File: src/rtl/machine_trap_unit.sv
// machine_trap_unit
// M-mode CSR file and trap sequencer. Holds mstatus/misa/mie/mtvec/mscratch/
// mepc/mcause/mtval/mip, arbitrates exceptions against interrupts and walks
// trap entry / MRET through IDLE -> ENTER|RETURN -> REDIRECT, producing a
// one-cycle redirect pulse two cycles after the triggering event.
//
// Ports:
//   clock_i, reset_ni            clock, asynchronous active-low reset
//   csr_address_i/command_i      CSR access (00 none, 01 R, 10 W, 11 RW)
//   csr_write_data_i             write data, applied at the next edge
//   csr_read_data_o              combinational read data (0 when not reading)
//   csr_read_data_valid_o        address implemented and sequencer idle
//   csr_illegal_o                access to an unimplemented address
//   exception_i/_cause_i/_tval_i synchronous exception from commit
//   commit_pc_i                  PC of the committing instruction
//   mret_i                       MRET at commit
//   irq_i                        {meip, mtip, msip}
//   local_irq_i                  platform-local interrupts (mip bit 16+i)
//   trap_taken_o, trap_pc_o      redirect pulse and target
//   busy_o                       sequencer active, commit must stall
//
// Build option: define MTVEC_VECTORED_EN to make mtvec.mode writable and
// send interrupts to base + 4*code when mode is 1.
module machine_trap_unit #(
  parameter int          XLEN          = 64,
  parameter int          NUM_LOCAL_IRQ = 4,
  parameter logic [63:0] BOOT_ADDRESS  = 64'h8000_0000
) (
  input  logic                     clock_i,
  input  logic                     reset_ni,
  input  logic [11:0]              csr_address_i,
  input  logic [1:0]               csr_command_i,
  input  logic [XLEN-1:0]          csr_write_data_i,
  output logic [XLEN-1:0]          csr_read_data_o,
  output logic                     csr_read_data_valid_o,
  output logic                     csr_illegal_o,
  input  logic                     exception_i,
  input  logic [4:0]               exception_cause_i,
  input  logic [XLEN-1:0]          exception_tval_i,
  input  logic [XLEN-1:0]          commit_pc_i,
  input  logic                     mret_i,
  input  logic [2:0]               irq_i,
  input  logic [NUM_LOCAL_IRQ-1:0] local_irq_i,
  output logic                     trap_taken_o,
  output logic [XLEN-1:0]          trap_pc_o,
  output logic                     busy_o
);

  localparam logic [11:0] ADDR_MSTATUS  = 12'h300;
  localparam logic [11:0] ADDR_MISA     = 12'h301;
  localparam logic [11:0] ADDR_MIE      = 12'h304;
  localparam logic [11:0] ADDR_MTVEC    = 12'h305;
  localparam logic [11:0] ADDR_MSCRATCH = 12'h340;
  localparam logic [11:0] ADDR_MEPC     = 12'h341;
  localparam logic [11:0] ADDR_MCAUSE   = 12'h342;
  localparam logic [11:0] ADDR_MTVAL    = 12'h343;
  localparam logic [11:0] ADDR_MIP      = 12'h344;

  localparam logic [XLEN-1:0] MISA_VALUE =
    {((XLEN == 64) ? 2'd2 : 2'd1), {(XLEN-11){1'b0}}, 9'h100};
  localparam logic [XLEN-1:0] PC_MASK = ~{{(XLEN-2){1'b0}}, 2'b11};

  function automatic logic [XLEN-1:0] interrupt_mask();
    logic [XLEN-1:0] m;
    m     = '0;
    m[3]  = 1'b1;
    m[7]  = 1'b1;
    m[11] = 1'b1;
    for (int i = 0; i < NUM_LOCAL_IRQ; i++) m[16+i] = 1'b1;
    return m;
  endfunction

  localparam logic [XLEN-1:0] MIE_MASK = interrupt_mask();

  typedef enum logic [1:0] {ST_IDLE, ST_ENTER, ST_RETURN, ST_REDIRECT} state_t;

  state_t            state_q, state_d;
  logic              mstatus_mie_q, mstatus_mpie_q;
  logic [XLEN-1:0]   mie_q, mip_q, mip_d;
  logic [XLEN-3:0]   mtvec_base_q;
  logic              mtvec_mode;
  logic [XLEN-1:0]   mscratch_q, mepc_q, mcause_q, mtval_q;
  logic [XLEN-1:0]   cause_q, tval_q, target_q, trap_target;
  logic [XLEN-1:0]   pending, csr_value;
  logic [4:0]        irq_code;
  logic              irq_any, csr_implemented, csr_write_en, csr_read_en;

`ifdef MTVEC_VECTORED_EN
  logic mtvec_mode_q;
  assign mtvec_mode = mtvec_mode_q;
`else
  assign mtvec_mode = 1'b0;
`endif

  // Registered copy of the interrupt lines, as seen through mip.
  always_comb begin
    mip_d     = '0;
    mip_d[3]  = irq_i[0];
    mip_d[7]  = irq_i[1];
    mip_d[11] = irq_i[2];
    for (int i = 0; i < NUM_LOCAL_IRQ; i++) mip_d[16+i] = local_irq_i[i];
  end

  // Interrupt arbitration: MEI > MSI > MTI > locals; the upward scan lets
  // the highest local index overwrite lower ones.
  assign pending = mip_q & mie_q & {XLEN{mstatus_mie_q}};
  assign irq_any = |pending;

  always_comb begin
    irq_code = 5'd0;
    if (pending[11])     irq_code = 5'd11;
    else if (pending[3]) irq_code = 5'd3;
    else if (pending[7]) irq_code = 5'd7;
    else begin
      for (int i = 0; i < NUM_LOCAL_IRQ; i++)
        if (pending[16+i]) irq_code = 5'(16 + i);
    end
  end

  // CSR decode and read mux
  always_comb begin
    csr_implemented = 1'b1;
    csr_value       = '0;
    case (csr_address_i)
      ADDR_MSTATUS: begin
        csr_value[12:11] = 2'b11;
        csr_value[7]     = mstatus_mpie_q;
        csr_value[3]     = mstatus_mie_q;
      end
      ADDR_MISA:     csr_value = MISA_VALUE;
      ADDR_MIE:      csr_value = mie_q;
      ADDR_MTVEC:    csr_value = {mtvec_base_q, 1'b0, mtvec_mode};
      ADDR_MSCRATCH: csr_value = mscratch_q;
      ADDR_MEPC:     csr_value = mepc_q;
      ADDR_MCAUSE:   csr_value = mcause_q;
      ADDR_MTVAL:    csr_value = mtval_q;
      ADDR_MIP:      csr_value = mip_q;
      default:       csr_implemented = 1'b0;
    endcase
  end

  assign csr_read_en           = (csr_command_i == 2'b01) || (csr_command_i == 2'b11);
  assign csr_read_data_o       = (csr_read_en && csr_implemented && !busy_o) ? csr_value : '0;
  assign csr_read_data_valid_o = csr_implemented && (state_q == ST_IDLE);
  assign csr_illegal_o         = (csr_command_i != 2'b00) && !csr_implemented;
  assign csr_write_en          = csr_command_i[1] && csr_implemented && !busy_o && !exception_i;

  // Vectoring applies to interrupts only; exceptions always land on base.
  always_comb begin
    trap_target = {mtvec_base_q, 2'b00};
    if (cause_q[XLEN-1] && mtvec_mode)
      trap_target = {mtvec_base_q, 2'b00} + {{(XLEN-7){1'b0}}, cause_q[4:0], 2'b00};
  end

  // Sequencer: next state and outputs
  always_comb begin
    state_d      = state_q;
    busy_o       = (state_q != ST_IDLE);
    trap_taken_o = 1'b0;
    trap_pc_o    = '0;
    unique case (state_q)
      ST_IDLE: begin
        if (exception_i || irq_any) state_d = ST_ENTER;
        else if (mret_i)            state_d = ST_RETURN;
      end
      ST_ENTER, ST_RETURN: state_d = ST_REDIRECT;
      ST_REDIRECT: begin
        state_d      = ST_IDLE;
        trap_taken_o = 1'b1;
        trap_pc_o    = target_q;
      end
      default: state_d = ST_IDLE;
    endcase
  end

  always_ff @(posedge clock_i or negedge reset_ni) begin
    if (!reset_ni) state_q <= ST_IDLE;
    else           state_q <= state_d;
  end

  // Stage 1 capture (IDLE): cause/tval of whatever wins this cycle.
  // Stage 2 capture (ENTER/RETURN): redirect target.
  always_ff @(posedge clock_i) begin
    if (state_q == ST_IDLE) begin
      if (exception_i) begin
        cause_q <= {{(XLEN-5){1'b0}}, exception_cause_i};
        tval_q  <= exception_tval_i;
      end else begin
        cause_q <= {1'b1, {(XLEN-6){1'b0}}, irq_code};
        tval_q  <= '0;
      end
    end
    if (state_q == ST_ENTER)       target_q <= trap_target;
    else if (state_q == ST_RETURN) target_q <= mepc_q;
  end

  // Architectural CSR state; software writes only happen in IDLE, so they
  // never collide with the ENTER/RETURN updates.
  always_ff @(posedge clock_i or negedge reset_ni) begin
    if (!reset_ni) begin
      mstatus_mie_q  <= 1'b0;
      mstatus_mpie_q <= 1'b0;
      mie_q          <= '0;
      mip_q          <= '0;
      mtvec_base_q   <= BOOT_ADDRESS[XLEN-1:2];
`ifdef MTVEC_VECTORED_EN
      mtvec_mode_q   <= 1'b0;
`endif
      mscratch_q     <= '0;
      mepc_q         <= '0;
      mcause_q       <= '0;
      mtval_q        <= '0;
    end else begin
      mip_q <= mip_d;
      if (csr_write_en) begin
        case (csr_address_i)
          ADDR_MSTATUS: begin
            mstatus_mie_q  <= csr_write_data_i[3];
            mstatus_mpie_q <= csr_write_data_i[7];
          end
          ADDR_MIE: mie_q <= csr_write_data_i & MIE_MASK;
          ADDR_MTVEC: begin
            mtvec_base_q <= csr_write_data_i[XLEN-1:2];
`ifdef MTVEC_VECTORED_EN
            // Reserved modes 2/3 keep the current mode.
            if (!csr_write_data_i[1]) mtvec_mode_q <= csr_write_data_i[0];
`endif
          end
          ADDR_MSCRATCH: mscratch_q <= csr_write_data_i;
          ADDR_MEPC:     mepc_q     <= csr_write_data_i & PC_MASK;
          ADDR_MCAUSE:   mcause_q   <= csr_write_data_i;
          ADDR_MTVAL:    mtval_q    <= csr_write_data_i;
          default: ;
        endcase
      end
      if (state_q == ST_ENTER) begin
        mepc_q         <= commit_pc_i & PC_MASK;
        mcause_q       <= cause_q;
        mtval_q        <= tval_q;
        mstatus_mpie_q <= mstatus_mie_q;
        mstatus_mie_q  <= 1'b0;
      end else if (state_q == ST_RETURN) begin
        mstatus_mie_q  <= mstatus_mpie_q;
        mstatus_mpie_q <= 1'b1;
      end
    end
  end

endmodule

File: config.mk
export PLATFORM = sky130hd
export DESIGN_NAME = machine_trap_unit
export DESIGN_NICKNAME = d
export VERILOG_FILES = /design/src/rtl/machine_trap_unit.sv
export SDC_FILE = /design/constraint.sdc
export NUM_CORES = 1
export LEC_CHECK = 0
export BUFFER_PORTS_ARGS = -buffer_cell sky130_fd_sc_hd__buf_2
export CAP_MARGIN = 20
export CORE_MARGIN = 3
export CORE_UTILIZATION = 40
export CTS_CLUSTER_SIZE = 20
export DETAILED_ROUTE_END_ITERATION = 7
export MAX_ROUTING_LAYER = met4
export PLACE_DENSITY = 0.71
export SETUP_SLACK_MARGIN = 0.5
export SLEW_MARGIN = 10
export SYNTH_ARGS = -nofsm -noshare
export SYNTH_HDL_FRONTEND = slang
export SYNTH_SLANG_ARGS = --single-unit
File: constraint.sdc
create_clock -name clock_i -period 4.95 [get_ports clock_i]
set_input_delay 0.2475 -clock clock_i [delete_from_list [all_inputs] [get_ports clock_i]]
set_output_delay 0.2475 -clock clock_i [all_outputs]
set_load 0.02 [all_outputs]
Word-level counts from Yosys, hierarchy flattened --
Cells that the tools add are included.
Storage, ports and cells: input bits 222, bits in writable memories 0, ROM bits 0, memories 0, word-level logic and storage cells 104, register bits 528, latch bits 0, output and inout bits 132
Cells by class: multiplexer cells 41, order comparisons 0, multiply operators 0, reductions and logical operators 32, divide/modulo/power cells 0, shifts and indexed selects 0, add/sub/neg operators 0, bitwise operators 2, equal/unequal tests 15
Operators by type and width (count):
- 2-to-1 mux 64 bit | 14
- case mux 51 bit (8 select lines) | 1
- == test 12 x 10 -> 1 bit, second input constant | 9
- bitwise AND 20 x 64 -> 64 bit | 1
- OR reduction 64 bit | 1
- 2-to-1 mux 5 bit | 7
- case mux 3 bit (5 select lines) | 2
- bitwise AND 20 bit | 1
- case mux 3 bit (6 select lines) | 1
- case mux 1 bit (8 select lines) | 2
- case mux 2 bit (8 select lines) | 1
- AND reduction 2 bit | 7
- nonzero test 2 bit | 7
- 2-to-1 mux 1 bit | 10
- OR reduction 9 bit | 1
- logical AND 1 bit | 7
- == test 2 bit, second input constant | 3
- case mux 2 bit (3 select lines) | 1
- nonzero test 3 bit | 2
- == test 2 x 1 -> 1 bit, second input constant | 2
- 2-to-1 mux 2 bit | 2
- logical NOT 1 bit | 3
- != test 3 x 2 -> 1 bit, second input constant | 1
- logical NOT 2 bit | 1
- other kinds (2) | 3

Logic depth before layout (Yosys ltp) --
depth after elaboration 10, gate-level depth with buffers 9, depth with buffers taken out 6

Worst setup path before layout --
OpenSTA, ideal clock, no wires.
kind register -> register, from register state_q[0], to register mtvec_base_q[13], buffers on the path 2, stages on the path, launching flop included 9, setup slack 955 ps, library setup time 125 ps, data required time 4825 ps, arrival 3870 ps, period minus slack after synthesis 3995 ps, cells stage by stage dfrtp_1 -> inv_1 -> ha_1 -> and3b_1 -> a21bo_1 -> buf_2 -> nor3_4 -> buf_6 -> mux2_2
Between the ends: word-level cells in the longest chain between the ends 5
RTL lines:
- start: declaration | line 77 | state_t state_q, state_d;
- start signal: assignment | line 178 | else state_q <= state_d;
- nonzero test 2 bit | line 158 | busy_o = (state_q != ST_IDLE);
- logical NOT 1 bit | line 146 | assign csr_write_en = csr_command_i[1] && csr_implemented && !busy_o && !exception_i;
- logical AND 1 bit (2 in series) | line 146
- AND reduction 2 bit (no line)
- end signal: assignment | line 205 | mtvec_base_q <= BOOT_ADDRESS[XLEN-1:2];
- end signal: assignment | line 223 | mtvec_base_q <= csr_write_data_i[XLEN-1:2];
- end: declaration | line 80 | logic [XLEN-3:0] mtvec_base_q;
No other way between the ends. A chain may end at the register's enable or synchronous reset.

Final worst setup path --
from register state_q[0], to output port csr_read_data_o[1]
Between the ends: word-level cells in the longest chain between the ends 4
RTL lines:
- nonzero test 2 bit | line 158
- logical NOT 1 bit | line 143 | assign csr_read_data_o = (csr_read_en && csr_implemented && !busy_o) ? csr_value : '0;
- logical AND 1 bit | line 143
- 2-to-1 mux 64 bit | line 143
- end: declaration | line 34 | output logic [XLEN-1:0] csr_read_data_o,
No other way between the ends.

==> run metrics <==
Port Buffers=349; Clock Power Share=0.281; critical path required time=4.70 ns; CORE AREA=56,600 um2; final setup fails=0; dpl hpwl=43.8 mm; Synth Area in Adders=0.00218; number of global-route vias before repair=19,500; flops & latches, synth=466; Clk pin slew, worst setup/hold paths=0.06 ns; compound-cell area share of the yosys netlist=0.136; CP delay by family, top=simple AND/OR/NAND/NOR gates; Max Clock Skew=0.0260 ns; grt ovf=0; Slew Limit Fails=0; slowest CP cell=or3_1; RSZ-0062 raised after global routing=false; critical path arrival=3.58 ns; Peak supply drop=0.360 mV; pin count of the biggest net entering global routing=123; type of the worst setup path=reg2out; XOR/XNOR Fraction of Synth Area=0; WL/cell=22.6 um; DRC viols=0; hold_ws=0.314 ns; DR vias=18,700; TritonCTS clock tree=done; Cell Int Power=8.97 mW; Die W=246 um; max_cap viols=0; switching share of power=0.334; Post-synth top flop=dfrtp_1; Final #Nets=2,719; Total Wirelength=74.4 mm; H-tree lvl count=2; switching power=4.50 mW; library cells used by synthesis=66; Final period util=0.773; Synth area leaders=dfrtp_1 (36%), edfxtp_1 (17%), mux2i_1 (8.1%); area share of the largest cell type after synthesis=0.362; P per Cell Area=462 nW/um2; Yosys warning total=0; fmax=0.261 GHz; startpoint types=flip-flop; GRT Total Usage=0.249; most frequent cell after synthesis=dfrtp_1; Buf/Inv on CP=3; Final Wtd Congestion=0.838; status=completed; Worst-Skew Late Latency=0.60 ns; Mapped Area=23,000 um2; class of the tightest hold or removal check=in2reg; clk buf depth=3; DRT iter0 DRCs=1,476; starting density of the core=0.406; DIE HEIGHT=246 um; worst-margin pin slew=1.11 ns; initial antenna violation count=9; 1st-pass router iterations=6; combinational family with the most area after synthesis=multiplexers; Routed Antenna Nets=0; CTS root buf=clkbuf_16; # IOs=354; CP Cell Sequence=inv_1, ha_4, nand2_1, a2111o_2, buf_4, or3_1, nor2_1, buf_2; synth cell count leaders=dfrtp_1 (333), nand2_1 (200), mux2i_1 (186); P_leak=13.4 nW; Final Hold Fails=0; Placement Rows=87; die area=60,400 um2; CP endpoint kind=output pin; setup TNS=0 ns; Tmin final=3.83 ns; Comb power frac=0.298; Async S/R FF share, synth=0.717; CTS sink count=466; Via-to-Cell Ratio=5.67; first-pass GRT wire length=113 mm; simple-gate share of the synthesized area=0.133; Synth area leader=dfrtp_1; slowest cell delay on critical path=0.63 ns; Post-synth EDFFs=132; setup ws final=1.12 ns; area delta synth->final=26.6%; Syn Area/Cell=11.3 um2; mux cell area share after synthesis=0.151; CP Max Fanout=46; Max-slew headroom=0.262; Seq/Total Area, Yosys=0.536; sequential power share=0.420; Setup WS pre-CTS=1.45 ns; share of layout cells above drive strength 1=0.238; Mapped Cells=2,028; Num CTS Buffers=51
## logic make-up after synthesis
group	Yosys count
AOI/OAI and AO/OA	423
adders and majority gates	4
buffers and inverters	234
DFF	466
muxes	329
other	1
and+or+nand+nor	571
## cell type report
class	count	area, um2
fillers	4826	27500
flip-flops and latches	466	12300
multi-input cells	1329	9790
repair buffers	584	4150
clock buffers	70	1460
well taps	756	946
inverters	61	229
clock inverters	26	205
diodes	7	17.5
## sequential cells by signal, summed over array words and instances (netlist names), 6 cells and up
name	flops
target_q	62
mtvec_base_q	62
mepc_q	62
mscratch_q	64
mcause_q	64
tval_q	64
mtval_q	64
cause_q	6
mip_q	7
mie_q	7
## metal layers
layer  track usage  part of all wire
met4        0.0940             0.034
met1         0.318              0.41
met5             -                 0
met3        0.0472             0.084
met2         0.396              0.47
## power groups by stage
stage               Combinational (mW)  Sequential, mW  Clock (mW)
detailed placement                3.86            5.71           0
floorplan                         2.64            5.59           0
global route                      4.40            5.76        4.04
CTS                               4.02            5.66        3.87
global placement                  3.76            5.67           0
finish                            4.02            5.66        3.79
## stage by stage
stage | area [um2] | instances | utilization | total power [mW]
after floorplan | 23000 | 2029 | - | 8.23
after global placement | 25400 | 2992 | 0.449 | 9.44
after detailed placement | 25400 | 2992 | 0.449 | 9.58
after CTS | 29100 | 3292 | 0.514 | 13.5
after global routing | 29100 | 3298 | 0.514 | 14.2
final | 29100 | 3299 | 0.514 | 13.5
## path summary, 6_finish.rpt
| check | from | end | slack [ns] | depth (start not counted) |
|---|---|---|---|---|
| setup reg to reg | state_q[0] | mepc_q[5] | 1.81 | 7 |
| min in group asynchronous | reset_ni | mepc_q[57] | 0.37 | 2 |
| hold reg to reg | cause_q[2] | mcause_q[2] | 0.45 | 2 |
| max in group asynchronous | reset_ni | mscratch_q[49] | 3.37 | 3 |
| setup / recovery | state_q[0] | csr_read_data_o[1] | 1.12 | 8 |
| hold / removal | irq_i[0] | mip_q[3] | 0.31 | 2 |
## placed cells by master (no fill, tap or decap), types with 64 or more instances in the layout
cell type,Yosys,final
nor2b_1,65,65
dfrtp_1,333,333
nor2_1,65,64
a21oi_1,70,70
edfxtp_1,132,132
o21ai_0,77,76
dlygate4sd3_1,0,204
mux2i_1,186,186
buf_2,22,345
nand2_1,200,200
and2_1,126,126
mux2_2,123,123
## timing repair
item,4_1_cts,5_1_grt
buffers inserted,0,0
setup endpoints to repair,0,0
hold buffers,204,0
hold endpoints to repair,478,0
resized for setup,0,0
Power figures use the tool's default switching activity.
